### src/rtl/comparator_pkg.sv
// Shared types and constants for the serial magnitude comparator.
// Holds the FSM state encoding, default operand width and index-width helper.
package comparator_pkg;

    typedef enum logic [0:0] {
        IDLE    = 1'b0,
        COMPARE = 1'b1
    } state_t;

    localparam int DEFAULT_WIDTH = 8;

    function automatic int idx_width(input int w);
        return $clog2(w);
    endfunction

endpackage

### src/rtl/bit_compare_cell.sv
// Single-bit magnitude decision, purely combinational.
// Ports: a, b (bits under test), invert (swap gt/lt for a sign bit),
//        gt, eq, lt (one-hot decision).
module bit_compare_cell (
    input  logic a,
    input  logic b,
    input  logic invert,
    output logic gt,
    output logic eq,
    output logic lt
);

    logic w_a_hi;
    logic w_b_hi;

    assign w_a_hi = a & ~b;
    assign w_b_hi = ~a & b;
    assign eq     = ~(a ^ b);
    // On a sign bit a set bit means "more negative", so the sense flips.
    assign gt     = invert ? w_b_hi : w_a_hi;
    assign lt     = invert ? w_a_hi : w_b_hi;

endmodule

### src/rtl/serial_comparator_nbit.sv
// Bit-serial MSB-first comparator of two WIDTH-bit operands with early exit.
// Ports: CLK, RST (async, active-high), START, A, B in; BUSY, DONE, GT, EQ, LT
//        out. Macro SIGNED_MODE_EN adds input SIGNED (two's-complement compare).
module serial_comparator_nbit
    import comparator_pkg::*;
#(
    parameter int WIDTH = DEFAULT_WIDTH
) (
    input  logic             CLK,
    input  logic             RST,
`ifdef SIGNED_MODE_EN
    input  logic             SIGNED,
`endif
    input  logic             START,
    input  logic [WIDTH-1:0] A,
    input  logic [WIDTH-1:0] B,
    output logic             BUSY,
    output logic             DONE,
    output logic             GT,
    output logic             EQ,
    output logic             LT
);

    localparam int IW = idx_width(WIDTH);

    state_t           r_state;
    state_t           w_state_nxt;
    logic [WIDTH-1:0] r_a;
    logic [WIDTH-1:0] r_b;
    logic [IW-1:0]    r_idx;
    logic             r_done;
    logic             r_gt;
    logic             r_eq;
    logic             r_lt;
    logic             w_load;
    logic             w_shift;
    logic             w_finish;
    logic             w_inv;
    logic             w_gt;
    logic             w_eq;
    logic             w_lt;
    logic             w_last;

    assign w_last = (r_idx == '0);

`ifdef SIGNED_MODE_EN
    logic r_signed;

    // Only the first bit examined (the MSB) is a sign bit.
    assign w_inv = r_signed & (r_idx == IW'(WIDTH - 1));
`else
    assign w_inv = 1'b0;
`endif

    // Operands shift left, so the bit under test is always the MSB.
    bit_compare_cell u_cell (
        .a      (r_a[WIDTH-1]),
        .b      (r_b[WIDTH-1]),
        .invert (w_inv),
        .gt     (w_gt),
        .eq     (w_eq),
        .lt     (w_lt)
    );

    always_ff @(posedge CLK or posedge RST) begin
        if (RST) begin
            r_state <= IDLE;
        end else begin
            r_state <= w_state_nxt;
        end
    end

    always_comb begin
        w_state_nxt = r_state;
        w_load      = 1'b0;
        w_shift     = 1'b0;
        w_finish    = 1'b0;
        unique case (r_state)
            IDLE: begin
                if (START) begin
                    w_load      = 1'b1;
                    w_state_nxt = COMPARE;
                end
            end
            COMPARE: begin
                if (!w_eq || w_last) begin
                    w_finish    = 1'b1;
                    w_state_nxt = IDLE;
                end else begin
                    w_shift = 1'b1;
                end
            end
            default: w_state_nxt = IDLE;
        endcase
    end

    always_ff @(posedge CLK or posedge RST) begin
        if (RST) begin
            r_a    <= '0;
            r_b    <= '0;
            r_idx  <= IW'(WIDTH - 1);
            r_done <= 1'b0;
            r_gt   <= 1'b0;
            r_eq   <= 1'b0;
            r_lt   <= 1'b0;
`ifdef SIGNED_MODE_EN
            r_signed <= 1'b0;
`endif
        end else begin
            r_done <= w_finish;
            if (w_load) begin
                r_a   <= A;
                r_b   <= B;
                r_idx <= IW'(WIDTH - 1);
`ifdef SIGNED_MODE_EN
                r_signed <= SIGNED;
`endif
            end else if (w_shift) begin
                r_a   <= r_a << 1;
                r_b   <= r_b << 1;
                r_idx <= r_idx - IW'(1);
            end
            if (w_finish) begin
                r_gt <= w_gt;
                r_eq <= w_eq;
                r_lt <= w_lt;
            end
        end
    end

    assign BUSY = (r_state == COMPARE);
    assign DONE = r_done;
    assign GT   = r_gt;
    assign EQ   = r_eq;
    assign LT   = r_lt;

endmodule

### config.mk
export PLATFORM = sky130hd
export DESIGN_NAME = serial_comparator_nbit
export DESIGN_NICKNAME = d
export VERILOG_FILES = /design/src/rtl/comparator_pkg.sv /design/src/rtl/bit_compare_cell.sv /design/src/rtl/serial_comparator_nbit.sv
export SDC_FILE = /design/constraint.sdc
export NUM_CORES = 1
export LEC_CHECK = 0
export CAP_MARGIN = 20
export CORE_MARGIN = 2
export CORE_UTILIZATION = 52
export DETAILED_ROUTE_END_ITERATION = 10
export GPL_TIMING_DRIVEN = 0
export PLACE_DENSITY = 0.93
export SETUP_SLACK_MARGIN = 0.2
export SLEW_MARGIN = 40
export SYNTH_ARGS = -nofsm -noshare
export SYNTH_HDL_FRONTEND = slang
export SYNTH_SLANG_ARGS = --single-unit
### constraint.sdc
create_clock -name CLK -period 3.5 [get_ports CLK]
set_input_delay 0.35 -clock CLK [delete_from_list [all_inputs] [get_ports CLK]]
set_output_delay 0.35 -clock CLK [all_outputs]
set_load 0.1 [all_outputs]
==> reports/metrics.csv, run 1 <==
metric,value,unit
wl_per_cell,13.2,um
muxShareOfSynthArea,4.21,%
mostFrequentLayoutCell,dfrtp_1,
place.gp.congestion,0.754,
p_leak,0.611,nW
fp.dieW,49.4,um
clock_skew,0.00402,ns
die_area,2440,um2
synth-seq-cells,24,
preCtsSetupSlack,1.65,ns
syn_nets,125,
hold_path_class,primary input to asynchronous set/reset pin,
hold_viol,0,
root_buffer,clkbuf_4,
netlist.area_leader.share,49.1,%
final_util,68.1,%
multi_input_area,387,um2
insertion_delay,0.32,ns
critPathMaxFanout,10,
place_area,1310,um2
num_vias,863,
num_antenna_cells,0,
start_util,54.6,%
cp.arrival,2.08,ns
io_buffers,23,
yosysTopAreaCell,dfrtp_1,
stdcell_area,1340,um2
worst_pin_slew,0.485,ns
cts_tree,yes,
ant_nets,0,
grt_pass1_wl,3440,um
finalMaxSlewViolations,0,
layout_common_cells,"21 x dfrtp_1, 18 x clkdlybuf4s50_1, 14 x o22ai_1",
end_kind,flop,
min_period,1.87,ns
power,1.36,mW
track_usage,18.8,%
clock_sink_count,24,
synthSimpleGateAreaFrac,8.88,%
crit_path_start_kind,flop,
dp_hpwl,1500,um
synthTopCellsByArea,"dfrtp_1 49%, o22ai_1 8.2%, dfstp_2 7.4%, a21oi_1 5.6%, ha_1 4.7%",
drt_iter0_drc,22,
synth_seq_area_share,56.4,%
drive_gt1_share,20.2,%
synthCells,102,
critPathKind,flop to flop,
htreeDepth,1,
antenna_found_initial,0,
synth-main-ff-cell,dfrtp_1,
ys_warn_count,0,
num_io_pins,24,
synthXorXnorAreaFrac,0,%
register_area,604,um2
fin_nets,153,
finalCritPeriodShare,53.4,%
required,3.72,ns
first_pass_iters,4,
postCtsSetupBuffers,0,
synth_cell_types,21,
synth_top_family_by_area,compound AO/OA/AOI/OAI gates,
avgSynthCellArea,10.5,um2
maxCapViolCount,0,
synth-edff-count,0,
syn_to_final_growth,24.8,%
rows,16,
outcome,"finished, final reports clean",
clk_pin_slew,0.13,ns
die_y,49.4,um
vias_per_cell,5.53,
synthesis.area,1070,um2
async_reset_ff_share,100,%
cts_max_path_buffers,2,
routed_wl,2070,um
first_global_vias,822,
power_density,1010,nW/um2
finalWorstSetupSlack,1.63,ns
ir_drop,0.503,mV
fmax,535,MHz
rsz0062_at_grt,no,
synth_compound_area_share,18.3,%
drc_errors,0,
numCtsBuffers,3,
grt_overflow_total,0,
slew-limit-headroom,67.6,%
coreArea,1960,um2
nFillCells,148,
finalSetupViolations,0,
grt_max_degree,25,
yosys.area_share.adder,4.67,%
post_cts_resized,0,
postCtsHoldBufs,0,
fin_setup_tns,0,ns
==> Yosys cell counts (2+ instances only) <==
master	instances
o21ai_0	4
mux2_2	4
dfstp_2	3
a21oi_1	12
ha_1	4
dfrtp_1	21
a31oi_1	2
buf_2	4
buf_6	2
nand2_1	4
o22ai_1	14
inv_1	8
nor2_1	12
==> power by group <==
part           switching, mW  leakage, nW  internal [mW]  total [mW]
clock network         0.0824       0.0150         0.0447       0.127
registers             0.0697        0.276          0.430       0.500
logic                  0.474        0.320          0.256       0.729
total                  0.626        0.611          0.730        1.36
==> critical path, cell delays in order (launching register included) <==
cell	delay, ns
dfstp_2	0.53
inv_1	0.05
ha_1	0.19
ha_1	0.19
nand3b_2	0.32
buf_2	0.25
o22ai_1	0.17
a21oi_1	0.06
==> state kept, by name, indices dropped and copies added (netlist names) <==
signal  cells
BUSY        1
DONE        1
EQ          1
GT          1
LT          1
r_a         8
r_b         8
r_idx       3
==> routing by layer <==
metal  up-vias  GRT usage [%]  part of all wire, %
met5         -              0                    0
met1       407           23.4                   41
met3         7           1.84                  4.9
met2        39           30.2                   50
met4         0           14.4                  4.1
li1        410              -                    -
==> path summary, 6_finish.rpt <==
| check | cells after the start | start | slack, ns | to |
|---|---|---|---|---|
| worst max-delay path | 7 | r_idx[0] | 1.63 | r_a[2] |
| min in group CLK | 1 | EQ | 0.52 | EQ |
| worst min register to register | 1 | EQ | 0.52 | EQ |
| max in group asynchronous | 2 | RST | 2.79 | r_idx[1] |
| worst min-delay path | 2 | RST | 0.36 | r_b[3] |
| worst max register to register | 7 | r_idx[0] | 1.63 | r_a[2] |
==> metrics by stage <==
| step | std cells | hold WS [ns] |
|---|---|---|
| after global routing | 156 | 0.396 |
| after detailed placement | 152 | 0.488 |
| after global placement | 152 | 0.487 |
| after floorplan | 102 | 0.362 |
| after CTS | 156 | 0.367 |
| final | 156 | 0.357 |
==> cell families (layout without fill, tap and decap cells) <==
logic type	count (synthesis)	after routing
multiplexers	4	4
AND/OR/NAND/NOR	21	21
adder cells (fa/ha/maj)	4	4
buffers and inverters	15	42
flip-flops	24	24
AO/OA/AOI/OAI	34	34
==> cell type report <==
class                           instances  area share (%)
Tap cell                               27            2.53
Timing Repair Buffer                   23            15.4
Sequential cell                        24            45.2
Clock buffer                            4            1.97
Buffer                                  7            3.75
Inverter                                8            2.25
Multi-Input combinational cell         63            28.9
Note: power is estimated with default switching activity, not from simulation.
==> run 2, diff against run 1 <==
- CORE_UTILIZATION: 52 -> 48
- PLACE_DENSITY: 0.93 -> 0.88
- clock period: 3.5 -> 1.8 ns (I/O delays scaled with it)
==> run 2 against run 1 <==
  * Critical path depth unchanged
  * Register-to-register slack lost 1.4 ns
  * Sequential power increased by 110%
  * Design area is 16% higher
  * Fmax up 18%
  * Combinational power increased to 2.7 times the previous value
  * Die area increased by 7.6%
  * Clock skew rose by 0.0036 ns
  * Cell count rose by 3.8%
  * Critical path type unchanged
  * Largest power group unchanged
  * Highest routed layer unchanged
==> reports/metrics.csv, run 2 (synthesized netlist as in run 1, its figures left out) <==
metric,value,unit,change
cts_max_path_buffers,2,,unchanged
coreArea,2170,um2,was 1960 um2
clock_sink_count,24,,unchanged
outcome,"finished, final reports clean",,unchanged
num_antenna_cells,0,,unchanged
num_vias,897,,was 863
ant_nets,0,,unchanged
track_usage,20.9,%,was 18.8%
die_area,2630,um2,was 2440 um2
first_global_vias,895,,was 822
postCtsHoldBufs,0,,unchanged
drc_errors,0,,unchanged
fin_setup_tns,0,ns,unchanged
grt_overflow_total,0,,unchanged
critPathKind,flop to flop,,unchanged
die_y,51.2,um,was 49.4 um
rows,17,,was 16
cp_common_cell,ha_4,,was ha_1
grt_pass1_wl,4020,um,was 3440 um
io_buffers,23,,unchanged
syn_to_final_growth,45.0,%,was 24.8%
fin_nets,158,,was 153
antenna_found_initial,0,,unchanged
grt_max_degree,25,,unchanged
register_area,606,um2,was 604 um2
ir_drop,1.55,mV,was 0.503 mV
end_kind,flop,,unchanged
first_pass_iters,4,,unchanged
drive_gt1_share,37.3,%,was 20.2%
slowest_delay,0.56,ns,was 0.53 ns
hold_path_class,primary input to asynchronous set/reset pin,,unchanged
preCtsSetupSlack,0.127,ns,was 1.65 ns
finalSetupViolations,0,,unchanged
fmax,633,MHz,was 535 MHz
finalMaxSlewViolations,0,,unchanged
numCtsBuffers,3,,unchanged
min_period,1.58,ns,was 1.87 ns
root_buffer,clkbuf_4,,unchanged
maxCapViolCount,0,,unchanged
mostFrequentLayoutCell,dfrtp_1,,unchanged
required,1.99,ns,was 3.72 ns
start_util,49.4,%,was 54.6%
routed_wl,2650,um,was 2070 um
clock_skew,0.00763,ns,was 0.00402 ns
multi_input_area,538,um2,was 387 um2
vias_per_cell,5.54,,was 5.53
dp_hpwl,1480,um,was 1500 um
crit_path_start_kind,flop,,unchanged
wl_per_cell,16.3,um,was 13.2 um
p_leak,0.685,nW,was 0.611 nW
clk_pin_slew,0.13,ns,about the same
hold_slack,0.190,ns,was 0.357 ns
critPathMaxFanout,5,,was 10
fp.dieW,51.2,um,was 49.4 um
finalWorstSetupSlack,0.219,ns,was 1.63 ns
worst_pin_slew,0.491,ns,was 0.485 ns
place.gp.congestion,0.732,,was 0.754
nFillCells,153,,was 148
power_density,2120,nW/um2,was 1010 nW/um2
slowest_stage,dfstp_2,,unchanged
critPathBufInv,2,,unchanged
insertion_delay,0.31,ns,was 0.32 ns
crit_chain,"inv_2, ha_4, ha_4, nand3b_4, buf_6, o22ai_2, a31oi_2",,"was inv_1, ha_1, ha_1, nand3b_2, buf_2, o22ai_1, a21oi_1"
rsz0062_at_grt,yes,,was no
finalCritPeriodShare,87.8,%,was 53.4%
critical-path-top-delay-family,flip-flops,,unchanged
cts_tree,yes,,unchanged
top_regs,"r_a (8), r_b (8), r_idx (3)",,unchanged
num_io_pins,24,,unchanged
hold_viol,0,,unchanged
slew-limit-headroom,67.2,%,was 67.6%
crit_start,r_idx[1],,was r_idx[0]
layout_common_cells,"20 x dfrtp_1, 18 x clkdlybuf4s50_1, 12 x nor2_1",,"was 21 x dfrtp_1, 18 x clkdlybuf4s50_1, 14 x o22ai_1"
drt_iter0_drc,19,,was 22
r2r-start,r_idx[1],,was r_idx[0]
cp.arrival,1.77,ns,was 2.08 ns
htreeDepth,1,,unchanged
## run 2: cell count changes in the layout (fill, tap and decap cells not counted), sizes merged
cell	previous run	this run
nand3b	1	2
buf	12	16
## run 2: final timing paths
kind	endpoint	slack (ns)	depth (start not counted)
hold reg to reg	LT	0.52	1
setup / recovery	r_a[7]	0.22	7
max in group asynchronous	BUSY	1.25	2
min in group CLK	r_a[0]	0.39	3
hold / removal	r_b[5]	0.19	2
setup reg to reg	r_a[7]	0.22	7
## run 2: cell type report
type	count	area share [%]
Timing Repair Buffer	27	15.6
Inverter	8	1.93
Buffer	7	4.19
Tap cell	28	2.26
Clock buffer	4	2.34
Multi-Input combinational cell	64	34.6
Sequential cell	24	39.0
## run 2: per-layer routing
layer	GRT usage, %	routed length [um]	vias up
li1	-	-	419
met5	0	0	-
met2	35.5	1380	24
met4	13.2	77	0
met1	25.5	1090	448
met3	2.05	101	6
## run 2: timing repair
| action | CTS | global route |
|---|---|---|
| pin swaps | 1 | 7 |
| resized for setup | 5 | 28 |
| cloned | 2 | 0 |
| setup buffers | 3 | 0 |
| setup endpoints to repair | 21 | 21 |
## run 2: worst reg2reg max path, cell delays in order (launching register included)
cell	delay, ns
dfstp_2	0.56
inv_2	0.05
ha_4	0.16
ha_4	0.17
nand3b_4	0.20
buf_6	0.15
o22ai_2	0.14
a31oi_2	0.06
## run 2: power by group
| group | internal [mW] | switching, mW |
|---|---|---|
| Sequential | 0.840 | 0.198 |
| Clock | 0.123 | 0.158 |
| Combinational | 0.823 | 1.15 |
| Total | 1.79 | 1.50 |
## run 2: metrics by stage
stage / total power [mW] / cell area [um2] / util [%] / std cells
after floorplan: 2.16 / 1090 / - / 102
after global placement: 2.44 / 1350 / 62.3 / 153
after detailed placement: 2.45 / 1330 / 61.2 / 153
after CTS: 2.91 / 1430 / 66.1 / 162
after global routing: 3.51 / 1550 / 71.6 / 162
final: 3.29 / 1550 / 71.6 / 162
==> run 3, diff against run 2 <==
- CTS_CLUSTER_SIZE: default -> 30
==> results of run 3 <==
The final DEF is identical to that of run 2; final timing and power are the same.
==> RTL edit 1 (settings of run 2) <==
The package constant `DEFAULT_WIDTH` goes from 8 to 10.
--- a/src/rtl/comparator_pkg.sv
+++ b/src/rtl/comparator_pkg.sv
@@ -7,7 +7,7 @@
         COMPARE = 1'b1
     } state_t;
 
-    localparam int DEFAULT_WIDTH = 8;
+    localparam int DEFAULT_WIDTH = 10;
 
     function automatic int idx_width(input int w);
         return $clog2(w);
Interface: changed (resized A and B); port bits go from 24 to 28. The function was not compared with the original's and may differ.
==> RTL edit 1 against run 2 <==
The run now ends with negative setup slack left. Largest power group unchanged. Highest routed layer unchanged. Routed wire length rose by 2.2%. Area after synthesis rose by 23%. First-iteration DRC count shrank 26%. Sequential cell count up 5. Design area increased by 15%. Total power grew 6.2%. Count of clock-buffer cells in the layout up 3. Worst setup slack worse by 0.24 ns. Maximum frequency shrank 13%. Hold slack gained 0.060 ns.
==> RTL edit 1: results (changes against run 2) <==
post-route cell area: 1790 um2 (+15%)
critical path startpoint category: flop
H-tree levels: 2 (+1)
first-pass GRT wire length: 4710 um (+17%)
Max clock buf depth: 2 (unchanged)
met1 WL: 1160 um (+6.2%)
inverters: 6 (-2)
Syn Area/Cell: 12.4 um2 (+18%)
status: complete, but fails checks
Largest regs: r_a: 10 flops, r_b: 10 flops, r_idx: 4 flops
final number of setup-violating endpoints: 16 (+16)
share of cells above drive strength 1: 0.293 (-0.0798)
Clock Skew: 0.00592 ns (-0.00171 ns)
routed vias/inst: 5.57 (+0.58%)
WS Path Type: reg -> reg
Pre-antenna DRT Iters: 4 (unchanged)
Max-slew headroom: 0.608 (-0.0636)
I/O Buffers: 27 (+17%)
placed cell area: 1620 um2 (+22%)
post-route setup slack: -0.0166 ns (-0.236 ns)
CTS buffer count: 5 (+2)
met2 WL post-DR: 1350 um (-2.0%)
grt met1 use: 0.243 (-0.0125)
most frequent cells after synthesis: dfrtp_1, and2_1, a221o_1, inv_1, nand2_1
routability cong.: 0.719 (-1.8%)
register area: 732 um2 (+21%)
Clock buf/inv share: 0.0307 (+0.00738)
vias in the first global route: 1072 (+20%)
Reg2Reg Capture Point: r_a[6]
CP max FO: 10 (+5)
initial drt markers: 14 (-5)
failing checks: negative setup slack
met3 wire length: 152 um (+50%)
Min-Delay Path Class: in -> async
Non-clock buffers: 43 (+26%)
peak supply drop: 1490 uV (-4.4%)
post-placement cell count: 165 (+7.8%)
HPWL after detailed placement: 1850 um (+25%)
LEAKAGE: 0.802 nW (+17%)
Seq cells post-synth: 29 (+21%)
CLK BUF: 7 (+3)
GRT met3 Usage: 0.0484 (+0.0279)
clock-pin slew on the worst setup and hold paths: 0.08 ns (-0.05 ns)
multi-input logic area: 557 um2 (+3.5%)
Critical Path AT: 2.02 ns (+0.25 ns)
final net count: 176 (+11%)
Syn Nets: 133 (+6.4%)
WL final: 2710 um (+2.2%)
fillcell total: 208 (+36%)
Distinct cells, synth: 25 (+19%)
All-Layer GR Usage: 0.194 (-0.0153)
top post-synthesis cells by area: dfrtp_1, a221o_1, and2_1
drt wl/cell: 15.0 um (-8.5%)
grt met2 use: 0.319 (-0.0360)
multi-input gates: 65 (+1.6%)
Setup crit start: r_idx[0]
RTL edit 1: cell types whose count changed in the layout (fill, tap and decap cells not counted), moves of 4 or more:
cell and delta:
a21oi_1 -10, nor2_1 -11, o22ai_2 -8, and2_1 +17
a221o_1 +16, dfrtp_1 +6, clkdlybuf4s50_1 +4, o22ai_1 -5
RTL edit 1: critical path, cell delays in order (launching register included):
cell     delay (ns)
dfstp_2        0.38
inv_2          0.07
ha_4           0.13
or3b_4         0.37
buf_6          0.14
and2_4         0.15
buf_6          0.14
a221o_1        0.31
RTL edit 1: cells by family (layout without fill, tap and decap cells):
group	count (synthesis)	in the layout	share of synthesized area
adders and majority gates	3	3	0.0284
muxes	6	6	0.0482
buffers and inverters	13	56	0.0568
DFF	29	29	0.551
and+or+nand+nor	30	30	0.132
AOI/OAI and AO/OA	26	26	0.184
RTL edit 1: stage by stage:
step | setup TNS, ns | setup WS (ns) | total power, mW | utilization | hold WS, ns
6_report | -0.125 | -0.0166 | 3.49 | 0.667 | 0.249
5_1_grt | -1.00 | -0.0687 | 3.72 | 0.667 | 0.309
4_1_cts | -0.665 | -0.0451 | 3.33 | 0.642 | 0.274
3_5_place_dp | -0.930 | -0.0743 | 2.79 | 0.602 | 0.491
3_3_place_gp | -0.470 | -0.0483 | 2.76 | 0.611 | 0.480
2_1_floorplan | 0 | 0.0408 | 2.45 | - | 0.257
RTL edit 1: report_power, final:
part	internal (mW)	switching [mW]	leakage (nW)	total [mW]
combinational	0.886	1.03	0.415	1.91
clock	0.184	0.207	0.0314	0.391
sequential	0.988	0.199	0.356	1.19
total	2.06	1.43	0.802	3.49
RTL edit 1: what timing repair did:
action                     4_1_cts  5_1_grt
hold endpoints to repair         0        0
gates cloned                     0        1
gates resized for setup          7        9
setup endpoints to repair       26       27
setup buffers                    5        3
pin swaps                        2        4
==> RTL edit 2 (settings of run 2) <==
Without the edit above. Add an input register stage for `START`, `A` and `B`, with the module's reset; this delays them by one clock.
--- a/src/rtl/serial_comparator_nbit.sv
+++ b/src/rtl/serial_comparator_nbit.sv
@@ -22,6 +22,22 @@
 );
 
     localparam int IW = idx_width(WIDTH);
+
+    logic START_q;
+    logic [WIDTH-1:0] A_q;
+    logic [WIDTH-1:0] B_q;
+
+    always_ff @(posedge CLK or posedge RST) begin
+        if (RST) begin
+            START_q <= '0;
+            A_q     <= '0;
+            B_q     <= '0;
+        end else begin
+            START_q <= START;
+            A_q     <= A;
+            B_q     <= B;
+        end
+    end
 
     state_t           r_state;
     state_t           w_state_nxt;
@@ -77,7 +93,7 @@
         w_finish    = 1'b0;
         unique case (r_state)
             IDLE: begin
-                if (START) begin
+                if (START_q) begin
                     w_load      = 1'b1;
                     w_state_nxt = COMPARE;
                 end
@@ -109,8 +125,8 @@
         end else begin
             r_done <= w_finish;
             if (w_load) begin
-                r_a   <= A;
-                r_b   <= B;
+                r_a   <= A_q;
+                r_b   <= B_q;
                 r_idx <= IW'(WIDTH - 1);
 `ifdef SIGNED_MODE_EN
                 r_signed <= SIGNED;
Check against the original RTL: not equivalent (a bounded check fails within 4 cycles, from zero or initial values and one cycle with RST high).
==> RTL edit 2 against run 2 <==
Worst setup slack got worse by 0.048 ns. Die area increased by 45%. Clock skew up 0.00072 ns. Routed wire length up 14%. Hold slack got worse by 0.0046 ns. Highest routed layer unchanged. Sequential share of layout area grew 7.4 points. Sequential cell count up 17. Design area rose by 43%. Count of clock-buffer cells in the layout increased by 2. Total power increased by 33%. Area after synthesis rose by 49%.
==> RTL edit 2: results (changes against run 2) <==
status: finished, final reports clean
met3 wire length: 122 um (+21%)
worst-margin pin slew: 0.562 ns (+0.0704 ns)
met2 WL post-DR: 1590 um (+15%)
Synth Instances: 122 (+20%)
Critical Path AT: 1.88 ns (+0.11 ns)
most frequent cells after synthesis: dfrtp_1, nor2_1, a21oi_1, inv_1, o22ai_1
Non-Filler Instances: 203 (+25%)
clock latency on the worst-skew pair: 0.35 ns (+0.04 ns)
Setup WS pre-CTS: 0.129 ns (+0.00198 ns)
initial drt markers: 28 (+9)
CTS buffer count: 5 (+2)
top post-synthesis cells by area: dfrtp_1, dfstp_2, o22ai_2
placed cell area: 1910 um2 (+44%)
GRT met3 Usage: 0.0497 (+0.0292)
first-pass GRT wire length: 4850 um (+21%)
All-Layer GR Usage: 0.181 (-0.0280)
met1 WL: 1250 um (+14%)
Clock Skew: 0.00835 ns (+0.000719 ns)
post-CTS setup buffers: 1 (-2)
grt met1 use: 0.206 (-0.0495)
grt met2 use: 0.317 (-0.0377)
vias: 1031 (+15%)
post-placement cell count: 190 (+24%)
HPWL after detailed placement: 1890 um (+28%)
Syn Nets: 145 (+16%)
final net count: 181 (+15%)
peak supply drop: 730 uV (-53%)
[RTL edit 2: cell types whose count changed in the layout (fill, tap and decap cells not counted), sizes merged, moves of 2 or more]
| cell | run 2 | this run |
|---|---|---|
| buf | 16 | 18 |
| a21oi | 12 | 14 |
| clkbuf | 4 | 6 |
| dfrtp | 21 | 38 |
[RTL edit 2: final cells by class]
| cell class | count | area [um2] | area share |
|---|---|---|---|
| Multi-Input combinational cell | 66 | 648 | 0.292 |
| Inverter | 8 | 30.0 | 0.0135 |
| Sequential cell | 41 | 1030 | 0.464 |
| Buffer | 7 | 86.3 | 0.0389 |
| Clock inverter | 2 | 38.8 | 0.0175 |
| Tap cell | 44 | 55.1 | 0.0248 |
| Clock buffer | 6 | 41.3 | 0.0186 |
| Timing Repair Buffer | 29 | 292 | 0.131 |
[RTL edit 2: cell families (layout without fill, tap and decap cells)]
group	after synthesis	after routing	synth area share
adder cells (fa/ha/maj)	4	4	0.0313
buffers and inverters	15	52	0.0602
multiplexers	4	4	0.0274
AND/OR/NAND/NOR	24	24	0.0798
AO/OA/AOI/OAI	34	34	0.157
flip-flops	41	41	0.644
[RTL edit 2: path summary, 6_finish.rpt]
check                          from      to  slack [ns]  cells after the start
min                             RST  B_q[7]        0.19                      2
max reg2reg                r_idx[1]  r_b[2]        0.17                      7
min in group CLK               B[2]  B_q[2]        0.25                      1
min reg2reg                  A_q[0]  r_a[0]        0.48                      2
max in group asynchronous       RST  r_b[1]        1.15                      3
max                        r_idx[1]  r_b[2]        0.17                      7
[RTL edit 2: power breakdown]
group | internal, mW | total [mW] | switching [mW]
Sequential | 1.23 | 1.45 | 0.220
Combinational | 1.04 | 2.33 | 1.29
Clock | 0.296 | 0.596 | 0.301
